$ cat src/rtl/hangman_pkg.sv
// Shared types and constants for the hangman game controller.
package hangman_pkg;

  typedef logic [4:0] letter_t;

  localparam int      NUM_LETTERS = 26;
  localparam letter_t LETTER_NONE = 5'h1F;

  typedef enum logic [2:0] {
    S_PLAY,
    S_HELD,
    S_EVAL,
    S_WON,
    S_LOST
  } game_state_t;

  // Outcome of one guess evaluation, listed in priority order.
  typedef enum logic [1:0] {
    R_INVALID,
    R_REPEAT,
    R_HIT,
    R_MISS
  } eval_res_t;

  // Only A..Z (0..25) are real letters.
  function automatic logic letter_valid(input letter_t l);
    return l < letter_t'(NUM_LETTERS);
  endfunction

endpackage

$ cat src/rtl/hangman_game_ctrl_sec_tick_gen.sv
// One-second tick prescaler: a down-counter that pulses tick for one cycle
// at terminal count and reloads. Counting pauses while en is low.
module sec_tick_gen #(
  parameter int unsigned CYCLES_PER_SEC = 50_000_000
) (
  input  logic clk,
  input  logic reset,
  input  logic en,
  output logic tick
);

  localparam int unsigned CW = (CYCLES_PER_SEC > 1) ? $clog2(CYCLES_PER_SEC) : 1;
  localparam logic [CW-1:0] RELOAD = CW'(CYCLES_PER_SEC - 1);

  logic [CW-1:0] cnt_q;

  // Down-count while enabled; reload at terminal count.
  always_ff @(posedge clk) begin
    if (reset) begin
      cnt_q <= RELOAD;
    end else if (en) begin
      if (cnt_q == '0) cnt_q <= RELOAD;
      else             cnt_q <= cnt_q - 1'b1;
    end
  end

  assign tick = en && (cnt_q == '0);

endmodule

$ cat src/rtl/hangman_game_ctrl.sv
// Hangman game sequencer: one guess evaluation per go press/release, owns
// the revealed mask, guessed-letter set, wrong count and win/loss result.
// Optional countdown timer is built only when HANGMAN_TIMER_EN is defined.
//
// state  | meaning
// S_PLAY | idle, waiting for go
// S_HELD | go is down, waiting for release (guess latched on release)
// S_EVAL | one-cycle classification of the latched guess
// S_WON  | every letter revealed; terminal until reset
// S_LOST | out of wrong guesses or time; terminal until reset
module hangman_game_ctrl
  import hangman_pkg::*;
#(
  parameter int unsigned WORD_LEN       = 4,
  parameter int unsigned MAX_WRONG      = 8,
  parameter int unsigned CYCLES_PER_SEC = 50_000_000,
  parameter int unsigned TIME_LIMIT     = 60
) (
  input  logic                    clk,
  input  logic                    reset,
  input  logic                    go,
  input  logic [4:0]              guess,
  input  logic [5*WORD_LEN-1:0]   word,
  output logic [WORD_LEN-1:0]     letter_mask,
  output logic [NUM_LETTERS-1:0]  guessed_set,
  output logic [3:0]              wrong_count,
  output logic [3:0]              guesses_left,
  output logic [7:0]              time_left,
  output logic                    hit,
  output logic                    miss,
  output logic                    repeat_guess,
  output logic                    invalid_guess,
  output logic                    game_won,
  output logic                    game_lost
);

  localparam logic [3:0] MAX_WRONG_C = MAX_WRONG[3:0];

  game_state_t            state_q, state_d;
  letter_t                guess_q;
  logic [WORD_LEN-1:0]    match;
  logic [WORD_LEN-1:0]    mask_next;
  logic [NUM_LETTERS-1:0] letter_oh;
  logic [3:0]             wrong_next;
  eval_res_t              res;
  logic                   timeout;

`ifdef HANGMAN_TIMER_EN
  logic       tick;
  logic       tick_en;
  logic [7:0] time_left_q;

  assign tick_en = (state_q == S_PLAY) || (state_q == S_HELD) || (state_q == S_EVAL);

  sec_tick_gen #(
    .CYCLES_PER_SEC(CYCLES_PER_SEC)
  ) u_sec_tick (
    .clk  (clk),
    .reset(reset),
    .en   (tick_en),
    .tick (tick)
  );

  // Countdown in seconds; stops at zero and freezes once the game ends.
  always_ff @(posedge clk) begin
    if (reset) begin
      time_left_q <= TIME_LIMIT[7:0];
    end else if (tick && (time_left_q != 8'd0)) begin
      time_left_q <= time_left_q - 8'd1;
    end
  end

  assign time_left = time_left_q;
  assign timeout   = (time_left_q == 8'd0);
`else
  logic [31:0] unused_cfg;
  assign unused_cfg = CYCLES_PER_SEC ^ TIME_LIMIT;
  assign time_left  = 8'd0;
  assign timeout    = 1'b0;
`endif

  // Classify the latched guess and compute the post-evaluation values.
  always_comb begin
    letter_oh  = 26'd1 << guess_q;
    match      = '0;
    for (int i = 0; i < int'(WORD_LEN); i++) begin
      match[i] = (word[5*i +: 5] == guess_q);
    end

    if (!letter_valid(guess_q))            res = R_INVALID;
    else if (|(guessed_set & letter_oh))   res = R_REPEAT;
    else if (|match)                       res = R_HIT;
    else                                   res = R_MISS;

    mask_next  = letter_mask;
    wrong_next = wrong_count;
    if (res == R_HIT) begin
      mask_next = letter_mask | match;
    end
    if ((res == R_MISS) && (wrong_count != MAX_WRONG_C)) begin
      wrong_next = wrong_count + 4'd1;
    end
  end

  // State register.
  always_ff @(posedge clk) begin
    if (reset) state_q <= S_PLAY;
    else       state_q <= state_d;
  end

  // Next-state logic; evaluation outcome outranks a coincident timeout.
  always_comb begin
    state_d = state_q;
    case (state_q)
      S_PLAY: begin
        if (timeout)  state_d = S_LOST;
        else if (go)  state_d = S_HELD;
      end
      S_HELD: begin
        if (timeout)  state_d = S_LOST;
        else if (!go) state_d = S_EVAL;
      end
      S_EVAL: begin
        if (&mask_next)                    state_d = S_WON;
        else if (wrong_next == MAX_WRONG_C) state_d = S_LOST;
        else if (timeout)                  state_d = S_LOST;
        else                               state_d = S_PLAY;
      end
      S_WON:   state_d = S_WON;
      S_LOST:  state_d = S_LOST;
      default: state_d = S_PLAY;
    endcase
  end

  // Guess latch, game state updates and one-cycle result pulses.
  always_ff @(posedge clk) begin
    if (reset) begin
      guess_q       <= LETTER_NONE;
      letter_mask   <= '0;
      guessed_set   <= '0;
      wrong_count   <= 4'd0;
      hit           <= 1'b0;
      miss          <= 1'b0;
      repeat_guess  <= 1'b0;
      invalid_guess <= 1'b0;
    end else begin
      hit           <= 1'b0;
      miss          <= 1'b0;
      repeat_guess  <= 1'b0;
      invalid_guess <= 1'b0;
      if ((state_q == S_HELD) && (state_d == S_EVAL)) begin
        guess_q <= guess;
      end
      if (state_q == S_EVAL) begin
        letter_mask <= mask_next;
        wrong_count <= wrong_next;
        case (res)
          R_INVALID: invalid_guess <= 1'b1;
          R_REPEAT:  repeat_guess  <= 1'b1;
          R_HIT: begin
            hit         <= 1'b1;
            guessed_set <= guessed_set | letter_oh;
          end
          default: begin
            miss        <= 1'b1;
            guessed_set <= guessed_set | letter_oh;
          end
        endcase
      end
    end
  end

  assign guesses_left = MAX_WRONG_C - wrong_count;
  assign game_won     = (state_q == S_WON);
  assign game_lost    = (state_q == S_LOST);

endmodule
$ cat config.mk
export PLATFORM = sky130hd
export DESIGN_NAME = hangman_game_ctrl
export DESIGN_NICKNAME = d
export VERILOG_FILES = /design/src/rtl/hangman_pkg.sv /design/src/rtl/hangman_game_ctrl_sec_tick_gen.sv /design/src/rtl/hangman_game_ctrl.sv
export SDC_FILE = /design/constraint.sdc
export NUM_CORES = 1
export LEC_CHECK = 0
export CAP_MARGIN = 20
export CORE_MARGIN = 1.5
export CORE_UTILIZATION = 44
export DETAILED_ROUTE_END_ITERATION = 8
export PLACE_DENSITY = 0.82
export SYNTH_ARGS = -nofsm -noshare
export SYNTH_HDL_FRONTEND = slang
export SYNTH_SLANG_ARGS = --single-unit
$ cat constraint.sdc
create_clock -name clk -period 4.95 [get_ports clk]
set_input_delay 0.7425 -clock clk [delete_from_list [all_inputs] [get_ports clk]]
set_output_delay 0.7425 -clock clk [all_outputs]
set_load 0.02 [all_outputs]
==> results.md <==
* Run status: finished clean
* Final worst path period need at ~3.3 ns
* Number of buffers inserted during clock tree synthesis at 5
* DRC viols at 0
* Height of the die at 79.5 µm
* Final worst path period share at 0.665
* Final antenna diode count at 0
* Buffers inserted by post-CTS timing repair at 0
* Fin nets at 374
* Post-synthesis compound-gate area fraction at 0.155
* Worst endpoint data arrival time at between 3 and 4 ns
* RSZ-0062 raised after global routing: no
* Switching power summed over all nets at approximately 0.19 mW
* Kind of path behind the tightest hold check: register to register
* Crit path cell chain: mux4_2 -> nor3b_1 -> and4bb_1 -> nand3_2 -> or2_1 -> o41a_1 -> o41ai_2
* Count of buffering cells on the critical path with inverters included at 0
* Cell area after technology mapping at ~2600 µm²
* Register share of total power at 0.516
* Dominant combinational cell family by area after synthesis: simple AND/OR/NAND/NOR gates
* Chip Width at 79.5 µm
* Largest net degree at the start of global routing at 27
* Startpoint type of the worst setup path: register
* Fraction of synthesized area in multiplexers at 0.0443
* Post-synthesis sequential element count at 46
* Proportion of synthesized flip-flops having asynchronous set or reset at 0
* GRT Residual Overflow at 0
* Core area at 5570 µm²
* Combinational group share of total power at 0.113
* Total vias in the final route at 2253
* Hold buffer count at CTS at 0
* Share of total power in the clock network at 0.372
* Count of input and output buffers at 71
* Initial DRT Pass Iterations at 4
* Arithmetic-cell share of the synthesized area counting full adders, half adders and majority gates at 0.00973
* Fraction of the mapped netlist area in simple logic gates at 0.277
* Growth of design area from synthesis to finish at 30.1%
* Number of max-capacitance violations reported at 0
* Slew @ Worst Pin at 1.02 ns
* Crit-path slowest cell: dfxtp_1
* Commonest non-fill, non-tap cell in the layout: clkdlybuf4s50_1
* Int Power at 0.566 mW
* HPWL after DPL at between 4000 and 5000 µm
* PnR Total Power at 0.753 mW
* Clock transition at the registers of the reported paths at about 0.090 ns
* Resized Gates After CTS at 0
* Final hold viol count at 0
* Power per cell area at between 200 and 250 nW/µm²
* CTS tree: done
* Starting density of the core at 0.462
* Setup Skew at roughly 0.0047 ns
* Depth of the CTS H-tree at 2
* Clock insertion delay at the later pin of the skew report at around 0.30 ns
* Total leakage power at 1.18 nW
* Post-Syn Area per Cell at 8.99 µm²
* Routed length per placed instance at 14.9 µm
* Area enclosed by the die boundary at 6310 µm²
* Post-synthesis xor/xnor area fraction at 0.0749
* Final Max Slew Viols at 0
* Rows at 27
* Number of setup violations in the final report at 0
* First-pass GRT wire length at 10000 µm
* Warning count from the yosys run at 0
* Bufs on Longest Clock Path at 2
* Max IR drop VDD at between 0.0001 and 0.00015 V
* Critical path capture point type: register
* Fraction of final layout cells sized beyond drive strength 1 at 0.0754
* Kind of critical path: register to register
* Max transition margin at 0.321
* Vias in the first global route at 2053
* Total wire length at 6220 µm
* Post-Syn Instances at 286
* Biggest cell delay along the critical path at 0.84 ns
* 1st-iter DRT viols at between 100 and 150
* Root buf cell: clkbuf_8
* Leading register cell type out of synthesis: dfxtp_1
* Routed Antenna Nets at 0
* Critical path data required time at 5.15 ns
* Highest achievable clock rate at ~0.3 GHz
* Sequential area share after synthesis at 0.358
* Overall Global Routing Usage at 0.203
* Vias per inst at approximately 5.4
* Family with the most delay on the worst path: simple AND/OR/NAND/NOR gates
* Switching Share at 0.248
* Number of enable-type register cells in the synthesized netlist at 0
* Commonest cells after routing, fill and taps aside: clkdlybuf4s50_1 (71), dfxtp_1 (46), nor2_1 (34)
* Number of antenna violations at the first check in global routing at 0
* Count of cell types in the netlist at 57
* # clock sinks at 46
* TNS Setup at 0 ns
* Placer congestion estimate at 0.845
* Total I/O pin count at 80
* Maximum fanout count along the critical path at 23
* Worst hold slack at 0.494 ns
[Yosys cell counts, types with 2 or more instances]
| master | number | area (µm²) |
|---|---|---|
| xnor2_1 | 9 | 78.8 |
| a31oi_1 | 6 | 37.5 |
| nor4b_1 | 2 | 17.5 |
| nor2b_1 | 10 | 62.6 |
| a21o_1 | 2 | 15.0 |
| o22ai_1 | 3 | 18.8 |
| nand3_1 | 7 | 35.0 |
| or4bb_1 | 2 | 22.5 |
| xor2_1 | 13 | 114 |
| a21oi_1 | 31 | 155 |
| nand3b_1 | 3 | 22.5 |
| buf_6 | 3 | 33.8 |
| dfxtp_1 | 46 | 921 |
| nor2_1 | 34 | 128 |
| clkbuf_1 | 7 | 26.3 |
| buf_2 | 5 | 25.0 |
| mux2i_1 | 8 | 80.1 |
| inv_1 | 8 | 30.0 |
| buf_1 | 2 | 7.51 |
| o41ai_1 | 2 | 17.5 |
| nor3b_1 | 8 | 60.1 |
| nand3_2 | 2 | 20.0 |
| and2_1 | 2 | 12.5 |
| nand2b_1 | 4 | 25.0 |
| a211o_1 | 5 | 43.8 |
| or2_2 | 3 | 18.8 |
| nor4_4 | 3 | 63.8 |
| nand2_1 | 3 | 11.3 |
| and3_1 | 2 | 12.5 |
| nor3_1 | 10 | 50.1 |
| buf_4 | 11 | 82.6 |
| o221a_1 | 2 | 22.5 |
| o31ai_1 | 3 | 22.5 |
| ha_1 | 2 | 25.0 |
[cell families (layout without fill, tap and decap cells)]
kind of cell / Yosys count / count (layout)
buffers and inverters: 36 / 88
other: 1 / 8
flip-flops: 46 / 46
AO/OA/AOI/OAI: 60 / 60
multiplexers: 10 / 10
XOR/XNOR: 22 / 22
adder cells (fa/ha/maj): 2 / 2
AND/OR/NAND/NOR: 109 / 109
[metrics by stage]
stage               instance area, µm²  utilization  setup WS, ns  cells
detailed placement                3230        0.580          1.70    409
floorplan                         2600            -          2.60    293
global route                      3350        0.600          1.48    417
finish                            3350        0.600          1.66    417
CTS                               3350        0.600          1.65    417
global placement                  3230        0.580          1.84    409
[power groups by stage]
stage	Clock, mW	Combinational (mW)	Sequential (mW)
2_1_floorplan	0	0.0705	0.384
3_3_place_gp	0	0.0827	0.396
3_5_place_dp	0	0.0840	0.397
4_1_cts	0.284	0.0848	0.388
5_1_grt	0.302	0.0930	0.390
6_report	0.280	0.0848	0.388
[state kept, by name, summed over array words and instances (netlist names)]
name,flops
hit,1
guessed_set,26
state_q,3
letter_mask,4
guess_q,5
repeat_guess,1
invalid_guess,1
miss,1
wrong_count,4
[per-layer routing]
layer / vias to the layer above / track usage / part of all wire
met4: 0 / 0.0684 / 0.016
met3: 10 / 0.0434 / 0.068
met2: 86 / 0.316 / 0.45
li1: 1109 / - / -
met5: - / 0 / 0
met1: 1048 / 0.277 / 0.46
[layout make-up]
| cell class | instances | area (µm²) |
|---|---|---|
| Timing Repair Buffer | 72 | 718 |
| Multi-Input combinational cell | 211 | 1470 |
| Clock inverter | 3 | 45.0 |
| Fill cell | 510 | 2230 |
| Inverter | 8 | 30.0 |
| Clock buffer | 5 | 68.8 |
| Sequential cell | 46 | 921 |
| Tap cell | 72 | 90.1 |
[worst paths after layout]
kind	startpoint	to	slack, ns	depth (start not counted)
setup / recovery	guess_q[0]$_SDFFE_PP1P_	state_q[2]$_SDFF_PP0_	1.66	7
hold / removal	guessed_set[3]$_SDFFE_PP0P_	guessed_set[3]$_SDFFE_PP0P_	0.49	2
setup reg to reg	guess_q[0]$_SDFFE_PP1P_	state_q[2]$_SDFF_PP0_	1.66	7
hold reg to reg	guessed_set[3]$_SDFFE_PP0P_	guessed_set[3]$_SDFFE_PP0P_	0.49	2
[worst min-delay path, cell delays in order, from the launching register on]
cell	delay, ns
dfxtp_1	0.35
a21oi_1	0.05
nor2_1	0.07
Note: power is estimated with default switching activity, not from simulation.
